[src/rtl/pipe_ctrl_pkg.sv]
// rtl/pipe_ctrl_pkg.sv - shared types and constants for the pipeline hazard controller
package pipe_ctrl_pkg;

    typedef enum logic {
        RUN      = 1'b0,
        MDU_BUSY = 1'b1
    } mdu_state_t;

    localparam logic [1:0] PC_SEL_ADDER = 2'b00;
    localparam logic [1:0] PC_SEL_ID    = 2'b01;
    localparam logic [1:0] PC_SEL_HOLD  = 2'b10;

    localparam int MUL_CYCLES_DEF = 4;
    localparam int DIV_CYCLES_DEF = 33;

endpackage

[src/rtl/mdu_busy_timer.sv]
// rtl/mdu_busy_timer.sv - MDU occupancy FSM with load/decrement counter and done pulse
module mdu_busy_timer
    import pipe_ctrl_pkg::*;
#(
    parameter int MUL_CYCLES = MUL_CYCLES_DEF,
    parameter int DIV_CYCLES = DIV_CYCLES_DEF
) (
    input  logic       clk,
    input  logic       rst,
    input  logic       accept,
    input  logic       is_div,
    output logic       busy,
    output logic       done,
    output logic [5:0] cnt
);

    // Counter holds cycles remaining after the current one, so N busy cycles load N-1.
    localparam logic [5:0] MUL_LOAD = 6'(MUL_CYCLES - 1);
    localparam logic [5:0] DIV_LOAD = 6'(DIV_CYCLES - 1);

    mdu_state_t state;

    // Occupancy FSM: RUN accepts a new operation, MDU_BUSY counts down and emits done on exit.
    always_ff @(posedge clk) begin
        if (rst) begin
            state <= RUN;
            cnt   <= 6'd0;
            done  <= 1'b0;
        end else begin
            case (state)
                RUN: begin
                    done <= 1'b0;
                    if (accept) begin
                        state <= MDU_BUSY;
                        cnt   <= is_div ? DIV_LOAD : MUL_LOAD;
                    end
                end
                MDU_BUSY: begin
                    if (cnt == 6'd0) begin
                        state <= RUN;
                        done  <= 1'b1;
                    end else begin
                        cnt  <= cnt - 6'd1;
                        done <= 1'b0;
                    end
                end
            endcase
        end
    end

    assign busy = (state == MDU_BUSY);

endmodule

[src/rtl/pipe_hazard_ctrl.sv]
// rtl/pipe_hazard_ctrl.sv - stall/redirect controller; optional stall counter under PIPE_STALL_CNT_EN
module pipe_hazard_ctrl
    import pipe_ctrl_pkg::*;
#(
    parameter int MUL_CYCLES = MUL_CYCLES_DEF,
    parameter int DIV_CYCLES = DIV_CYCLES_DEF
) (
    input  logic        clk,
    input  logic        rst,
    input  logic [4:0]  id_rs,
    input  logic [4:0]  id_rt,
    input  logic        id_uses_rs,
    input  logic        id_uses_rt,
    input  logic        ex_is_load,
    input  logic [4:0]  ex_rf_waddr,
    input  logic        id_branch_taken,
    input  logic        id_mdu_start,
    input  logic        id_mdu_div,
    input  logic        id_mdu_read,
    output logic [1:0]  if_pc_sel,
    output logic        if_id_hold,
    output logic        id_ex_bubble,
    output logic        mdu_start,
    output logic        mdu_busy,
    output logic        mdu_done
`ifdef PIPE_STALL_CNT_EN
    ,
    output logic [31:0] stall_cycles
`endif
);

    logic       ld_haz;
    logic       mdu_haz;
    logic       stall;
    logic       accept;
    logic [5:0] timer_cnt;

    // Hazard detection: a load writing a register the ID instruction reads, or an MDU conflict.
    always_comb begin
        ld_haz  = ex_is_load && (ex_rf_waddr != 5'd0) &&
                  ((id_uses_rs && (id_rs == ex_rf_waddr)) ||
                   (id_uses_rt && (id_rt == ex_rf_waddr)));
        mdu_haz = mdu_busy && (id_mdu_read || id_mdu_start);
        stall   = ld_haz || mdu_haz;
        // A start blocked by a load-use stall is simply retried once the stall clears.
        accept  = !mdu_busy && id_mdu_start && !ld_haz;
    end

    // Output muxing: a stall wins over a redirect so the held branch re-resolves next cycle.
    always_comb begin
        if_pc_sel    = PC_SEL_ADDER;
        if_id_hold   = 1'b0;
        id_ex_bubble = 1'b0;
        if (stall) begin
            if_pc_sel    = PC_SEL_HOLD;
            if_id_hold   = 1'b1;
            id_ex_bubble = 1'b1;
        end else if (id_branch_taken) begin
            if_pc_sel = PC_SEL_ID;
        end
        mdu_start = accept;
    end

    mdu_busy_timer #(
        .MUL_CYCLES (MUL_CYCLES),
        .DIV_CYCLES (DIV_CYCLES)
    ) u_timer (
        .clk    (clk),
        .rst    (rst),
        .accept (accept),
        .is_div (id_mdu_div),
        .busy   (mdu_busy),
        .done   (mdu_done),
        .cnt    (timer_cnt)
    );

`ifdef PIPE_STALL_CNT_EN
    // Saturating count of stalled cycles for performance monitoring.
    always_ff @(posedge clk) begin
        if (rst) begin
            stall_cycles <= 32'd0;
        end else if (stall && (stall_cycles != 32'hFFFF_FFFF)) begin
            stall_cycles <= stall_cycles + 32'd1;
        end
    end
`endif

endmodule

[config.mk]
export PLATFORM = sky130hd
export DESIGN_NAME = pipe_hazard_ctrl
export DESIGN_NICKNAME = d
export VERILOG_FILES = /design/src/rtl/pipe_ctrl_pkg.sv /design/src/rtl/mdu_busy_timer.sv /design/src/rtl/pipe_hazard_ctrl.sv
export SDC_FILE = /design/constraint.sdc
export NUM_CORES = 1
export LEC_CHECK = 0
export ABC_AREA = 0
export CAP_MARGIN = 10
export CORE_MARGIN = 10
export CORE_UTILIZATION = 37
export CTS_BUF_LIST = sky130_fd_sc_hd__clkbuf_4 sky130_fd_sc_hd__clkbuf_8
export DETAILED_ROUTE_END_ITERATION = 16
export GPL_TIMING_DRIVEN = 0
export PLACE_DENSITY = 0.84
export SYNTH_ARGS = -nofsm -noshare
export SYNTH_HDL_FRONTEND = slang
export SYNTH_HIERARCHICAL = 1
export SYNTH_SLANG_ARGS = --single-unit
[constraint.sdc]
create_clock -name clk -period 2 [get_ports clk]
set_clock_uncertainty 0.15 [all_clocks]
set_input_delay 0.3 -clock clk [delete_from_list [all_inputs] [get_ports clk]]
set_output_delay 0.3 -clock clk [all_outputs]
set_load 0.01 [all_outputs]
==> flow_summary.yaml <==
status:
  status: "finished, violations left"
  violations: "setup timing"
sta:
  period_share: 1.01
  final-hold-violation-count: 0
  drv_slew: 0
  period_minus_slack_ps: 2020
  max_slew_margin: 0.710
  finalSetupViolCount: 2
  worst_pin_slew_ps: 435
  whs_ps: 287
  setup-tns-final_ps: -33.8
  rsz0062_at_grt: "yes"
  setup_ws_ps: -17.1
  max_freq_mhz: 496
placement:
  io_buffer_count: 29
  pre_cts_ws_ps: -798
  hpwl_um: 1480
  gp_congestion: 0.841
drt:
  ant_nets: 0
  firstDrtPassIters: 4
  drc: 0
  vias_per_cell: 5.37
  wirelength_um: 1800
  num_vias: 661
  wire_per_inst_um: 14.6
  first_iter_violations: 20
global_routing:
  grt_max_degree: 11
  grt_pass1_vias: 631
  antenna_found_initial: 0
  gr-total-overflow: 0
  track_usage: 0.0965
  grt_pass1_wl_um: 2750
power_and_ir_drop:
  p_clk_frac: 0.195
  p_comb_frac: 0.479
  seqPwrFrac: 0.327
  p_per_area_nw_per_um2: 634
  p_int_uw: 430
  ir_drop_mv: 0.479
  power.switching_uw: 204
  switching_share: 0.322
  p_leak_uw: 0.000448
synthesis:
  async_reset_ff_frac: 0
  avgSynthCellArea_sq_um: 8.52
  ys_seq_area_frac: 0.258
  yosys_warnings: 6
  synth_ff_type: "dfxtp_1"
  syn_area_sq_um: 622
  synth_edf_count: 0
  ys_types: 35
  syn_nets: 99
  ys_ff_latch: 8
  synthCells: 73
layout:
  syn2layout_area_growth_pct: 60.6
  final_cell_mix: "xnor2_1 (10), clkdlybuf4s50_1 (10), dfxtp_1 (8)"
  drive_above_1_share: 0.243
  num-nets-final: 135
  antenna_cells: 0
clock_tree:
  cts_buffer_depth: 2
  cts_tree: "built"
  cts_root_buf: "clkbuf_4"
  cts_sinks: 8
  cts_max_level: 1
  cts_inserted_buffers: 3
  clock_latency_ps: 250
  cts.clk_slew.worst_paths_ps: 50
min_path:
  min_path_cells: 2
  min_path_type: "primary input to flip-flop"
  min-delay-start: "rst"
  hold_end: "u_timer/done$_SDFF_PP0_"
critical_path:
  cp-startpoint: "ex_rf_waddr[3]"
  cpMaxStageDelayCell: "or4_4"
  endpoint_kind: "output port"
  crit_required_ps: 1550
  r2r_start: "u_timer/busy$_SDFF_PP0_"
  rrSetupSlack_ps: 200
  crit_type: "primary input to output port"
  cp_max_fo: 3
  cp_slowest_stage_delay_ps: 520
  crit_top_cell: "buf_6"
  crit_chain: "buf_8 -> or4_4 -> o21a_4 -> a21bo_1 -> buf_6 -> buf_6"
  r2r_end: "u_timer/cnt[5]$_SDFFE_PP0P_"
  crit_path_start_kind: "primary input"
  cp.arrival_ps: 1570
  reg2reg_depth: 4
floorplan:
  start_util: 0.403
  core-area_sq_um: 1540
  die_h_um: 61.0
  die_w_um: 61.0
  row_count: 14
  io_pins: 31
  die_area_sq_um: 3720
job:
  maxCapViolations: 0
==> metal layers <==
layer / up-vias / global-route usage / share of wire
li1: 333 / - / -
met1: 295 / 0.122 / 0.48
met2: 31 / 0.143 / 0.39
met3: 2 / 0.0397 / 0.13
met4: 0 / 0.0345 / 0.0056
met5: - / 0 / 0
==> how the worst max path moves through the flow <==
stage                                  end  depth (start not counted)
6_report                      if_pc_sel[1]                          6
5_1_grt                       if_pc_sel[1]                          6
4_1_cts                       if_pc_sel[1]                          6
3_5_place_dp                    if_id_hold                          6
3_3_place_gp                  if_pc_sel[1]                          6
2_1_floorplan  u_timer/cnt[4]$_SDFFE_PP0P_                          6
==> stage by stage <==
step	instances	cell area (sq um)	power (uW)	util
floorplan	73	626	384	-
CTS	123	981	634	0.636
global placement	118	936	496	0.607
detailed placement	118	936	503	0.607
global route	123	998	680	0.648
finish	123	998	634	0.648
==> final cells by class <==
| type | count | area, sq um |
|---|---|---|
| plain buffers | 4 | 33.8 |
| clock buffers | 3 | 22.5 |
| fillers | 129 | 543 |
| inverters | 2 | 7.51 |
| multi-input cells | 59 | 453 |
| flip-flops and latches | 8 | 160 |
| well taps | 16 | 20.0 |
| repair buffers | 31 | 302 |
==> flip-flops by register name (all words and copies together), names as in the netlist <==
signal / flops
u_timer/cnt: 6
u_timer/busy: 1
u_timer/done: 1
==> cell usage after synthesis (2+ instances only) <==
| cell type | number | share of area |
|---|---|---|
| xnor2_1 | 10 | 0.14 |
| dfxtp_1 | 8 | 0.26 |
| a21oi_1 | 5 | 0.040 |
| buf_4 | 3 | 0.036 |
| nand2_1 | 3 | 0.018 |
| nand2b_1 | 3 | 0.030 |
| nand3_1 | 3 | 0.024 |
| nor2b_1 | 3 | 0.030 |
| and2b_1 | 2 | 0.024 |
| ha_1 | 2 | 0.040 |
| inv_1 | 2 | 0.012 |
| nand4_1 | 2 | 0.020 |
| nor2_1 | 2 | 0.012 |
| o21ai_0 | 2 | 0.016 |
| or2_2 | 2 | 0.020 |
| or4_1 | 2 | 0.024 |
==> cells by family (layout without fill, tap and decap cells) <==
logic type	after synthesis	after routing	synth area share
compound gates	16	16	0.173
xor+xnor	10	10	0.141
fa+ha+maj	2	2	0.0402
buf+inv	6	40	0.0543
flops	8	8	0.258
mux	2	2	0.0342
simple gates	29	29	0.300
==> critical path: cells and delay by family <==
family                 cells  cell delay [ps]
AO/OA/AOI/OAI              2              420
AND/OR/NAND/NOR            1              520
buffers and inverters      3              320
==> what timing repair did <==
| item | 4_1_cts | 5_1_grt |
|---|---|---|
| buffers inserted | 2 | 0 |
| hold buffers | 0 | 0 |
| hold endpoints to repair | 0 | 0 |
| cloned | 0 | 0 |
| endpoints found under the setup margin | 11 | 7 |
| pin swaps | 9 | 9 |
| gates resized for setup | 50 | 8 |
==> power by group through the flow <==
stage	clock network [uW]	registers, uW	logic, uW
2_1_floorplan	0	207	177
3_3_place_gp	0	209	288
3_5_place_dp	0	210	293
4_1_cts	128	207	300
5_1_grt	136	211	333
6_report	123	207	303
(Power assumes the default switching activity.)
